**config.mk**
```make
export PLATFORM = sky130hd
export DESIGN_NAME = sbox_x26_bram_seq_flat
export DESIGN_NICKNAME = d
export VERILOG_FILES = /design/src/rtl/sbox_x26_pkg.sv /design/src/rtl/sbox_x26_bram_seq_if.sv /design/src/rtl/sbox_x26_vld_pipe.sv /design/src/rtl/sbox_x26_bram_seq.sv /design/src/flat_wrapper.sv
export SDC_FILE = /design/constraint.sdc
export NUM_CORES = 1
export LEC_CHECK = 0
export CORE_MARGIN = 8
export CORE_UTILIZATION = 50
export CTS_BUF_LIST = sky130_fd_sc_hd__clkbuf_4 sky130_fd_sc_hd__clkbuf_8
export CTS_CLUSTER_DIAMETER = 60
export DETAILED_ROUTE_END_ITERATION = 7
export GPL_ROUTABILITY_DRIVEN = 0
export HOLD_SLACK_MARGIN = 0.05
export PLACE_DENSITY = 0.79
export SKIP_LAST_GASP = 1
export SLEW_MARGIN = 20
export SYNTH_ARGS = -nofsm -noshare
export SYNTH_HDL_FRONTEND = slang
export SYNTH_HIERARCHICAL = 1
export SYNTH_SLANG_ARGS = --single-unit
```
**constraint.sdc**
```tcl
create_clock -name clk -period 2 [get_ports clk]
set_clock_uncertainty 0.05 [all_clocks]
set_input_delay 0.2 -clock clk [delete_from_list [all_inputs] [get_ports clk]]
set_output_delay 0.2 -clock clk [all_outputs]
set_load 0.01 [all_outputs]
```
**src/rtl/sbox_x26_pkg.sv**
```systemverilog
// Shared constants, FSM encoding and byte-lane helpers for the x26 S-box
// BRAM column sequencer.
package sbox_x26_pkg;

  localparam int unsigned RD_LAT = 2;
  localparam int unsigned ADDR_W = 10;
  localparam int unsigned DATA_W = 8;
  localparam int unsigned COL_W  = 4 * DATA_W;
  localparam int unsigned SEL_W  = ADDR_W - DATA_W;

  localparam int unsigned LANE0 = 0;
  localparam int unsigned LANE1 = 1;
  localparam int unsigned LANE2 = 2;
  localparam int unsigned LANE3 = 3;

  typedef enum logic [1:0] {
    IDLE   = 2'd0,
    ISSUE0 = 2'd1,
    ISSUE1 = 2'd2
  } state_t;

  // Table address for one byte lane of a column: {region select, byte}.
  function automatic logic [ADDR_W-1:0] mk_addr(input logic [SEL_W-1:0] sel,
                                                input logic [COL_W-1:0] col,
                                                input int unsigned      lane);
    return {sel, col[lane*DATA_W +: DATA_W]};
  endfunction

endpackage

```
**src/rtl/sbox_x26_bram_seq_if.sv**
```systemverilog
// Column stream and BRAM read-port bundle between the sequencer and its
// upstream producer, downstream consumer and the dual-port table BRAM.
interface sbox_x26_bram_seq_if;
  import sbox_x26_pkg::*;

  // Handshake: a column transfers on every rising edge where in_valid and
  // in_ready are both high; while in_valid is high and in_ready low the
  // producer holds in_col/in_sel stable. out_valid is a one-cycle pulse with
  // no ready: the consumer must take out_col in that cycle.
  logic              in_valid;
  logic              in_ready;
  logic [COL_W-1:0]  in_col;
  logic [SEL_W-1:0]  in_sel;

  logic              bram_en;
  logic [ADDR_W-1:0] bram_addra;
  logic [ADDR_W-1:0] bram_addrb;
  logic [DATA_W-1:0] bram_doa;
  logic [DATA_W-1:0] bram_dob;

  logic              out_valid;
  logic [COL_W-1:0]  out_col;

  modport master (
    output in_valid, in_col, in_sel, bram_doa, bram_dob,
    input  in_ready, bram_en, bram_addra, bram_addrb, out_valid, out_col
  );

  modport slave (
    input  in_valid, in_col, in_sel, bram_doa, bram_dob,
    output in_ready, bram_en, bram_addra, bram_addrb, out_valid, out_col
  );

endinterface

```
**src/rtl/sbox_x26_vld_pipe.sv**
```systemverilog
// DEPTH-deep delay line for the {vld, half} read tag, aligning each issued
// address pair with the BRAM data it produces.
module sbox_x26_vld_pipe #(
  parameter int unsigned DEPTH = 2
) (
  input  logic clk,
  input  logic rst,
  input  logic in_vld,
  input  logic in_half,
  output logic out_vld,
  output logic out_half
);

  logic vld_sr  [DEPTH];
  logic half_sr [DEPTH];

  always_ff @(posedge clk) begin
    if (rst) begin
      for (int i = 0; i < int'(DEPTH); i++) begin
        vld_sr[i]  <= 1'b0;
        half_sr[i] <= 1'b0;
      end
    end else begin
      vld_sr[0]  <= in_vld;
      half_sr[0] <= in_half;
      for (int i = 1; i < int'(DEPTH); i++) begin
        vld_sr[i]  <= vld_sr[i-1];
        half_sr[i] <= half_sr[i-1];
      end
    end
  end

  assign out_vld  = vld_sr[DEPTH-1];
  assign out_half = half_sr[DEPTH-1];

endmodule

```
**src/rtl/sbox_x26_bram_seq.sv**
```systemverilog
// Column sequencer: splits a 32-bit masked column into two byte-pair reads of
// the dual-port S-box BRAM and reassembles the looked-up bytes into a column.
module sbox_x26_bram_seq
  import sbox_x26_pkg::*;
(
  input  logic                clk,
  input  logic                rst,
  sbox_x26_bram_seq_if.slave  bus,
  output state_t              dbg_state
);

  state_t             state;
  logic [COL_W-1:0]   col_q;
  logic [SEL_W-1:0]   sel_q;
  logic [ADDR_W-1:0]  addra_q;
  logic [ADDR_W-1:0]  addrb_q;
  logic               iss_vld;
  logic               iss_half;
  logic               tag_vld;
  logic               tag_half;
  logic [DATA_W-1:0]  byte0_q;
  logic [DATA_W-1:0]  byte1_q;
  logic               out_valid_q;
  logic [COL_W-1:0]   out_col_q;
  logic               accept;

  // ISSUE1 can take the next column so back-to-back columns run at 1 per 2 cycles.
  assign bus.in_ready = !rst && (state == IDLE || state == ISSUE1);
  assign accept       = bus.in_valid && bus.in_ready;
  assign bus.bram_en  = !rst;

  always_ff @(posedge clk) begin
    if (rst) begin
      state    <= IDLE;
      col_q    <= '0;
      sel_q    <= '0;
      addra_q  <= '0;
      addrb_q  <= '0;
      iss_vld  <= 1'b0;
      iss_half <= 1'b0;
    end else begin
      iss_vld  <= 1'b0;
      iss_half <= 1'b0;
      if (accept) begin
        col_q <= bus.in_col;
        sel_q <= bus.in_sel;
      end
      case (state)
        IDLE: begin
          if (accept) state <= ISSUE0;
        end
        ISSUE0: begin
          addra_q  <= mk_addr(sel_q, col_q, LANE0);
          addrb_q  <= mk_addr(sel_q, col_q, LANE1);
          iss_vld  <= 1'b1;
          iss_half <= 1'b0;
          state    <= ISSUE1;
        end
        ISSUE1: begin
          // col_q/sel_q still hold the current column here; a new accept
          // only overwrites them at this same edge.
          addra_q  <= mk_addr(sel_q, col_q, LANE2);
          addrb_q  <= mk_addr(sel_q, col_q, LANE3);
          iss_vld  <= 1'b1;
          iss_half <= 1'b1;
          state    <= accept ? ISSUE0 : IDLE;
        end
        default: state <= IDLE;
      endcase
    end
  end

  assign bus.bram_addra = addra_q;
  assign bus.bram_addrb = addrb_q;
  assign dbg_state      = state;

  // The tag enters alongside the registered address, so after RD_LAT stages
  // it lines up with the BRAM output register.
  sbox_x26_vld_pipe #(
    .DEPTH (RD_LAT)
  ) u_vld_pipe (
    .clk      (clk),
    .rst      (rst),
    .in_vld   (iss_vld),
    .in_half  (iss_half),
    .out_vld  (tag_vld),
    .out_half (tag_half)
  );

  always_ff @(posedge clk) begin
    if (rst) begin
      byte0_q     <= '0;
      byte1_q     <= '0;
      out_valid_q <= 1'b0;
      out_col_q   <= '0;
    end else begin
      out_valid_q <= 1'b0;
      if (tag_vld && !tag_half) begin
        byte0_q <= bus.bram_doa;
        byte1_q <= bus.bram_dob;
      end
      if (tag_vld && tag_half) begin
        out_col_q   <= {bus.bram_dob, bus.bram_doa, byte1_q, byte0_q};
        out_valid_q <= 1'b1;
      end
    end
  end

  assign bus.out_valid = out_valid_q;
  assign bus.out_col   = out_col_q;

endmodule
```
**src/flat_wrapper.sv**
```systemverilog
// flat-port wrapper written by rule: the top's interface ports become plain ports
module sbox_x26_bram_seq_flat import sbox_x26_pkg::*;
  (clk, rst, dbg_state, bus_in_valid, bus_in_col, bus_in_sel, bus_bram_doa, bus_bram_dob, bus_in_ready, bus_bram_en, bus_bram_addra, bus_bram_addrb, bus_out_valid, bus_out_col);
  sbox_x26_bram_seq_if bus_i ();
  input  logic clk;
  input  logic rst;
  output state_t dbg_state;
  input wire logic [$bits(bus_i.in_valid)-1:0] bus_in_valid;
  input wire logic [$bits(bus_i.in_col)-1:0] bus_in_col;
  input wire logic [$bits(bus_i.in_sel)-1:0] bus_in_sel;
  input wire logic [$bits(bus_i.bram_doa)-1:0] bus_bram_doa;
  input wire logic [$bits(bus_i.bram_dob)-1:0] bus_bram_dob;
  output wire logic [$bits(bus_i.in_ready)-1:0] bus_in_ready;
  output wire logic [$bits(bus_i.bram_en)-1:0] bus_bram_en;
  output wire logic [$bits(bus_i.bram_addra)-1:0] bus_bram_addra;
  output wire logic [$bits(bus_i.bram_addrb)-1:0] bus_bram_addrb;
  output wire logic [$bits(bus_i.out_valid)-1:0] bus_out_valid;
  output wire logic [$bits(bus_i.out_col)-1:0] bus_out_col;
  assign bus_i.in_valid = bus_in_valid;
  assign bus_i.in_col = bus_in_col;
  assign bus_i.in_sel = bus_in_sel;
  assign bus_i.bram_doa = bus_bram_doa;
  assign bus_i.bram_dob = bus_bram_dob;
  assign bus_in_ready = bus_i.in_ready;
  assign bus_bram_en = bus_i.bram_en;
  assign bus_bram_addra = bus_i.bram_addra;
  assign bus_bram_addrb = bus_i.bram_addrb;
  assign bus_out_valid = bus_i.out_valid;
  assign bus_out_col = bus_i.out_col;
  sbox_x26_bram_seq u_core (.clk(clk), .rst(rst), .bus(bus_i), .dbg_state(dbg_state));
endmodule
```
==> impl_metrics.ini, run 1 <==
[run_status]
status = finished clean

[critical_path]
slowest_stage = dlygate4sd3_1
arrival_ns = 1.51
path_cells = dlygate4sd3_1 > buf_4 > inv_1 > clkdlybuf4s50_1
path_max_fanout = 11
worstSetupStartpointType = input pin
end_kind = primary output
cpPeakStageDelay_ns = 0.54
crit_required_ns = 1.75
worst-setup-path-type = in2out

[place]
place_inst = 657
hpwl_um = 6800
placed_area_mm2 = 0.005124
numPortBuffers = 109

[route]
route.detailed.drc = 0
wl_per_cell_um = 14.05
dr.pass1.iters = 5
drt-initial-drc-count = 143
postRouteAntennaNets = 0
via_count = 3390
drt-vias-per-instance = 5.030
routed_wl_um = 9467

[floorplanning]
pin_count = 110
coreArea_mm2 = 0.008010
std_cell_rows = 33
die_w_um = 105.9
die_h_um = 105.9
start_util = 0.5048
dieArea_mm2 = 0.01122

[layout]
syn_to_final_growth_pct = 31.78
final_cell_area_mm2 = 0.005329
final_layout_size_suffix_gt1_frac = 0.07381
antennaDiodeCount = 0
nets = 621
fin_cells = 674

[logic_synthesis]
async_reset_ff_frac = 0
syn_area_per_cell_um2 = 8.568
synth_seq_cells = 109
synth.cell_area_mm2 = 0.004044
synth-seq-area-share = 0.5396
yosys-top-cells-area = dfxtp_1 54%, nand2_1 15%, a21oi_1 8.7%, mux2i_1 4.7%, a211oi_1 3.0%
yosysTopAreaCellShare = 0.5396
yosysMostFrequentCell = nand2_1
syn_nets = 529
synth_area_leader_cell = dfxtp_1
synth_common_cells = 165 x nand2_1, 109 x dfxtp_1, 70 x a21oi_1
synth_edf_count = 0
ys_types = 22
synth_warnings = 6
syn_inst = 472
synth_top_flop_cell = dfxtp_1

[global_routing]
grt_pass1_vias = 3227
grt_max_degree = 58
overflow = 0
antenna_found_initial = 0
grt_usage = 0.1645
grt_pass1_wl_um = 15280

[clock_tree]
ctsHtreeMaxLevel = 3
cts_inserted_buffers = 9
cts_tree = done
clockBufferDepth = 2
cts-root-buf = clkbuf_8
clkSlewWorstSetupHoldPaths_ns = 0.10
cts_sinks = 109
clock_latency_ns = 0.36
cts_setup_buffers = 0

[timing]
worstMarginPinSlew_ns = 0.6421
finalHoldViolCount = 0
relSlewSlack = 0.5720
tns_ns = 0
fmax_ghz = 0.5693
rsz0062_at_grt = false
period_needed_ns = 1.756
final-max-slew-violation-count = 0
timing.hold.ws_ns = 0.3347
setup_viol = 0
period_share = 0.8782

[power]
finalPower_w = 0.004227
pwr_density_cell_mw_per_mm2 = 793.3
leakagePower_nw = 1.818
ir_drop_uv = 447.4

[min_path]
hold_class = in2reg

[run]
cap_violations = 0
what timing repair did:
| action | 4_1_cts | 5_1_grt |
|---|---|---|
| setup endpoints to repair | 1 | 0 |
| gates resized for setup | 5 | 0 |
| endpoints found under the hold margin | 5 | 0 |
| hold buffers | 1 | 0 |
metrics by stage:
stage                     setup WS (ns)    util
final                            0.2436  0.6653
after floorplan                  0.4669       -
after global routing             0.1314  0.6653
after detailed placement         0.3073  0.6396
after global placement           0.3735  0.6396
after CTS                        0.2155  0.6653
flip-flops by register name, indices dropped and copies added, names as in the netlist:
name,count
u_core/bus.bram_addra,10
u_core/bus.bram_addrb,8
u_core/bus.out_col,32
u_core/bus.out_valid,1
u_core/byte0_q,8
u_core/byte1_q,8
u_core/col_q,32
u_core/dbg_state,2
u_core/iss_half,1
u_core/iss_vld,1
u_core/sel_q,2
u_core/u_vld_pipe/half_sr,2
u_core/u_vld_pipe/vld_sr,2
critical path: cells and delay by family:
family / cells / cell delay (ns)
buf+inv: 4 / 1.31
layout make-up:
cell class                      count  area, µm²
Clock buffer                       11      145.1
Clock inverter                      5      36.28
Fill cell                         676       2681
Inverter                            3      11.26
Multi-Input combinational cell    322       1633
Sequential cell                   109       2182
Tap cell                          105      131.4
Timing Repair Buffer              119       1190
power by group:
part	internal (W)	switching (W)	leakage [nW]
clock network	0.000501	0.000704	0.0850
registers	0.00229	0.0000678	0.887
logic	0.000343	0.000323	0.846
total	0.00313	0.00109	1.82
worst paths after layout:
| check | depth (start not counted) | from | slack [ns] | end |
|---|---|---|---|---|
| setup reg to reg | 5 | u_core/dbg_state[0]$_SDFFE_PP0P_ | 0.44 | u_core/bus.bram_addra[1]$_SDFFE_PP0P_ |
| setup / recovery | 4 | rst | 0.24 | bus_bram_en |
| hold reg to reg | 1 | u_core/u_vld_pipe/half_sr[0][0]$_SDFF_PP0_ | 0.39 | u_core/u_vld_pipe/half_sr[0][1]$_SDFF_PP0_ |
| hold / removal | 3 | bus_in_col[21] | 0.33 | u_core/col_q[21]$_SDFFE_PP0P_ |
routing by layer:
| layer | track usage | up-vias | wire length (µm) | share of wire |
|---|---|---|---|---|
| li1 | - | 1712 | - | - |
| met1 | 0.1948 | 1576 | 4006 | 0.42 |
| met2 | 0.2685 | 92 | 4677 | 0.49 |
| met3 | 0.05747 | 10 | 679 | 0.072 |
| met4 | 0.06332 | 0 | 104 | 0.011 |
| met5 | 0 | - | 0 | 0 |
cell usage in the layout, fill, tap and decap left out, drive strengths merged:
cell | netlist | final
and2 | 1 | 1
or3 | 1 | 1
o21ai | 1 | 1
nor2b | 7 | 7
dfxtp | 109 | 109
clkdlybuf4s50 | 0 | 107
o21a | 1 | 1
inv | 3 | 3
nand2b | 2 | 2
clkinvlp | 0 | 3
ha | 4 | 4
dlygate4sd3 | 0 | 1
nand2 | 165 | 165
nor2 | 22 | 22
buf | 24 | 10
dlygate4sd2 | 0 | 1
a21oi | 82 | 82
clkinv | 0 | 2
o31ai | 1 | 1
a211oi | 16 | 16
clkbuf | 14 | 11
mux2i | 19 | 19
kinds of logic after synthesis:
logic type	count (synthesis)	synth area share
muxes	19	0.04703
adders and majority gates	4	0.01238
and+or+nand+nor	198	0.1906
DFF	109	0.5396
buffers and inverters	41	0.06033
AOI/OAI and AO/OA	101	0.1501
Power figures use the tool's default switching activity.
==> run 2: changes to the inputs <==
Settings changed: CAP_MARGIN set to 20, GPL_TIMING_DRIVEN set to 0, SYNTH_HIERARCHICAL 1 to unset.
==> impl_metrics.ini, run 2 <==
[critical_path]
critPathTopFamily = buffers and inverters
cpPeakStageDelay_ns = 0.52
arrival_ns = 1.68
worstSetupStartpointType = input pin
path_max_fanout = 19
crit_required_ns = 1.75
cp_common_cell = clkdlybuf4s50_1
slowest_stage = clkdlybuf4s50_1
path_cells = clkdlybuf4s50_1 > buf_2 > inv_1 > clkdlybuf4s50_1
worst-setup-path-type = in2out
end_kind = primary output
cp_num_buf_inv = 4
r2r_setup_slack_ns = 0.26

[power]
p_sw_w = 0.001157
pwr_density_cell_mw_per_mm2 = 778.7
swShare = 0.2691
ir_drop_uv = 382.6
leakagePower_nw = 1.919
p_clk_frac = 0.285
power.share.combinational = 0.167
p_seq_frac = 0.548
internal-power_w = 0.003142

[route]
postRouteAntennaNets = 0
drt-initial-drc-count = 160
routed_wl_um = 10340
via_count = 3512
route.detailed.drc = 0
wl_per_cell_um = 14.71
dr.pass1.iters = 4
drt-vias-per-instance = 4.996

[layout]
fin_cells = 703
final_layout_size_suffix_gt1_frac = 0.1321
final_common_cell = nand2_1
nets = 650
syn_to_final_growth_pct = 34.72
antennaDiodeCount = 0
final_cell_mix = 165 x nand2_1, 108 x clkdlybuf4s50_1, 108 x dfxtp_1
final_util = 0.6821
fillers = 672

[timing]
final-max-slew-violation-count = 0
fmax_ghz = 0.5168
finalHoldViolCount = 0
period_needed_ns = 1.935
setup_viol = 0
period_share = 0.9675
rsz0062_at_grt = false
timing.hold.ws_ns = 0.3363
worstMarginPinSlew_ns = 0.4977
relSlewSlack = 0.6682

[clock_tree]
clockBufferDepth = 2
cts_tree = done
cts-root-buf = clkbuf_8
clkSlewWorstSetupHoldPaths_ns = 0.10
clock_latency_ns = 0.36
ctsHtreeMaxLevel = 3
cts_inserted_buffers = 9
cts_sinks = 109
hold_buffers = 0

[logic_synthesis]
synth_warnings = 0
syn_nets = 529
yosys-top-cells-area = dfxtp_1 53%, nand2_1 15%, a21oi_2 6.4%, a21oi_1 6.4%, mux2i_1 4.6%
synth-seq-area-share = 0.5325
synth_area_leader_cell = dfxtp_1
synth.cell_area_mm2 = 0.004098
async_reset_ff_frac = 0
syn_area_per_cell_um2 = 8.682
synth_seq_cells = 109
syn_inst = 472
synth_common_cells = 165 x nand2_1, 109 x dfxtp_1, 52 x a21oi_1
synth_edf_count = 0
ys_types = 23
yosysTopAreaCellShare = 0.5325
yosysMostFrequentCell = nand2_1
synth_top_flop_cell = dfxtp_1

[floorplanning]
coreArea_mm2 = 0.008093
pin_count = 110
dieArea_mm2 = 0.01135
std_cell_rows = 33
die_h_um = 106.5
start_util = 0.5063
die_w_um = 106.5

[min_path]
hold_class = in2reg

[global_routing]
grt_pass1_wl_um = 17030
grt_pass1_vias = 3626
grt_max_degree = 20
grt_usage = 0.1828
overflow = 0
antenna_found_initial = 0

[run_status]
status = finished clean

[place]
hpwl_um = 7939
numPortBuffers = 109
place_inst = 686

[run]
cap_violations = 0
## run 2: cell count changes in the layout (fill, tap and decap cells not counted), moves of 2 or more
cell      change
clkbuf_1      +9
buf_12        -2
buf_6         +4
buf_4         -3
buf_2        +17
a21oi_2      +18
clkbuf_2      +2
a21oi_1      -18
## run 2: repair_timing
action,CTS,global route
setup buffers,1,1
resized for setup,2,2
setup endpoints to repair,2,1
pin swaps,0,0
hold endpoints to repair,0,0
## run 2: path summary, 6_finish.rpt
path,cells past startpoint,endpoint,start
min,3,u_core.col_q[25]$_SDFFE_PP0P_,bus_in_col[25]
min reg2reg,1,u_core.u_vld_pipe.half_sr[0][0]$_SDFF_PP0_,u_core.iss_half$_SDFF_PP0_
max reg2reg,8,u_core.col_q[21]$_SDFFE_PP0P_,u_core.dbg_state[0]$_SDFFE_PP0P_
max,4,bus_bram_en,rst
## run 2: power by group through the flow
stage | logic, W | clock network [W] | registers, W
after floorplan | 0.000367 | 0 | 0.00241
after global placement | 0.000696 | 0 | 0.00240
after detailed placement | 0.000713 | 0 | 0.00240
after CTS | 0.000715 | 0.00125 | 0.00236
after global routing | 0.000778 | 0.00133 | 0.00237
final | 0.000716 | 0.00123 | 0.00236
## run 2: tightest hold or removal path: stages
cell and delay, ns:
clkdlybuf4s50_1 0.40, nand2_1 0.07, a21oi_2 0.04
## run 2: layer usage
metal	global-route usage	vias to the layer above	share of wire
met5	0	-	0
met4	0.04824	0	0.0090
met3	0.05263	10	0.074
met2	0.3235	121	0.49
met1	0.2104	1610	0.43
li1	-	1771	-
## run 2: area by class of cell
cell class / instances / area (µm²) / share of cell area
Buffer: 37 / 215.2 / 0.03898
Inverter: 3 / 11.26 / 0.002040
Sequential cell: 109 / 2183 / 0.3955
Clock buffer: 10 / 137.6 / 0.02493
Timing Repair Buffer: 111 / 1105 / 0.2001
Clock inverter: 6 / 46.29 / 0.008386
Multi-Input combinational cell: 322 / 1690 / 0.3062
Tap cell: 105 / 131.4 / 0.02380
## run 2: kinds of logic (layout without fill, tap and decap cells)
kind of cell | Yosys count | in the layout | synth area share
buffers and inverters | 41 | 167 | 0.05618
adders and majority gates | 4 | 4 | 0.01221
and+or+nand+nor | 198 | 198 | 0.1881
muxes | 19 | 19 | 0.04641
AOI/OAI and AO/OA | 101 | 101 | 0.1646
DFF | 109 | 109 | 0.5325
## run 2: stage by stage
stage	total power, W	setup WS, ns	TNS [ns]	instance area (µm²)
2_1_floorplan	0.002781	0.4546	0	4098
3_3_place_gp	0.003099	-0.1760	-0.3286	5320
3_5_place_dp	0.003118	-0.2175	-0.4294	5320
4_1_cts	0.004320	-0.01422	-0.01422	5508
5_1_grt	0.004481	0.01136	0	5520
6_report	0.004299	0.06509	0	5520
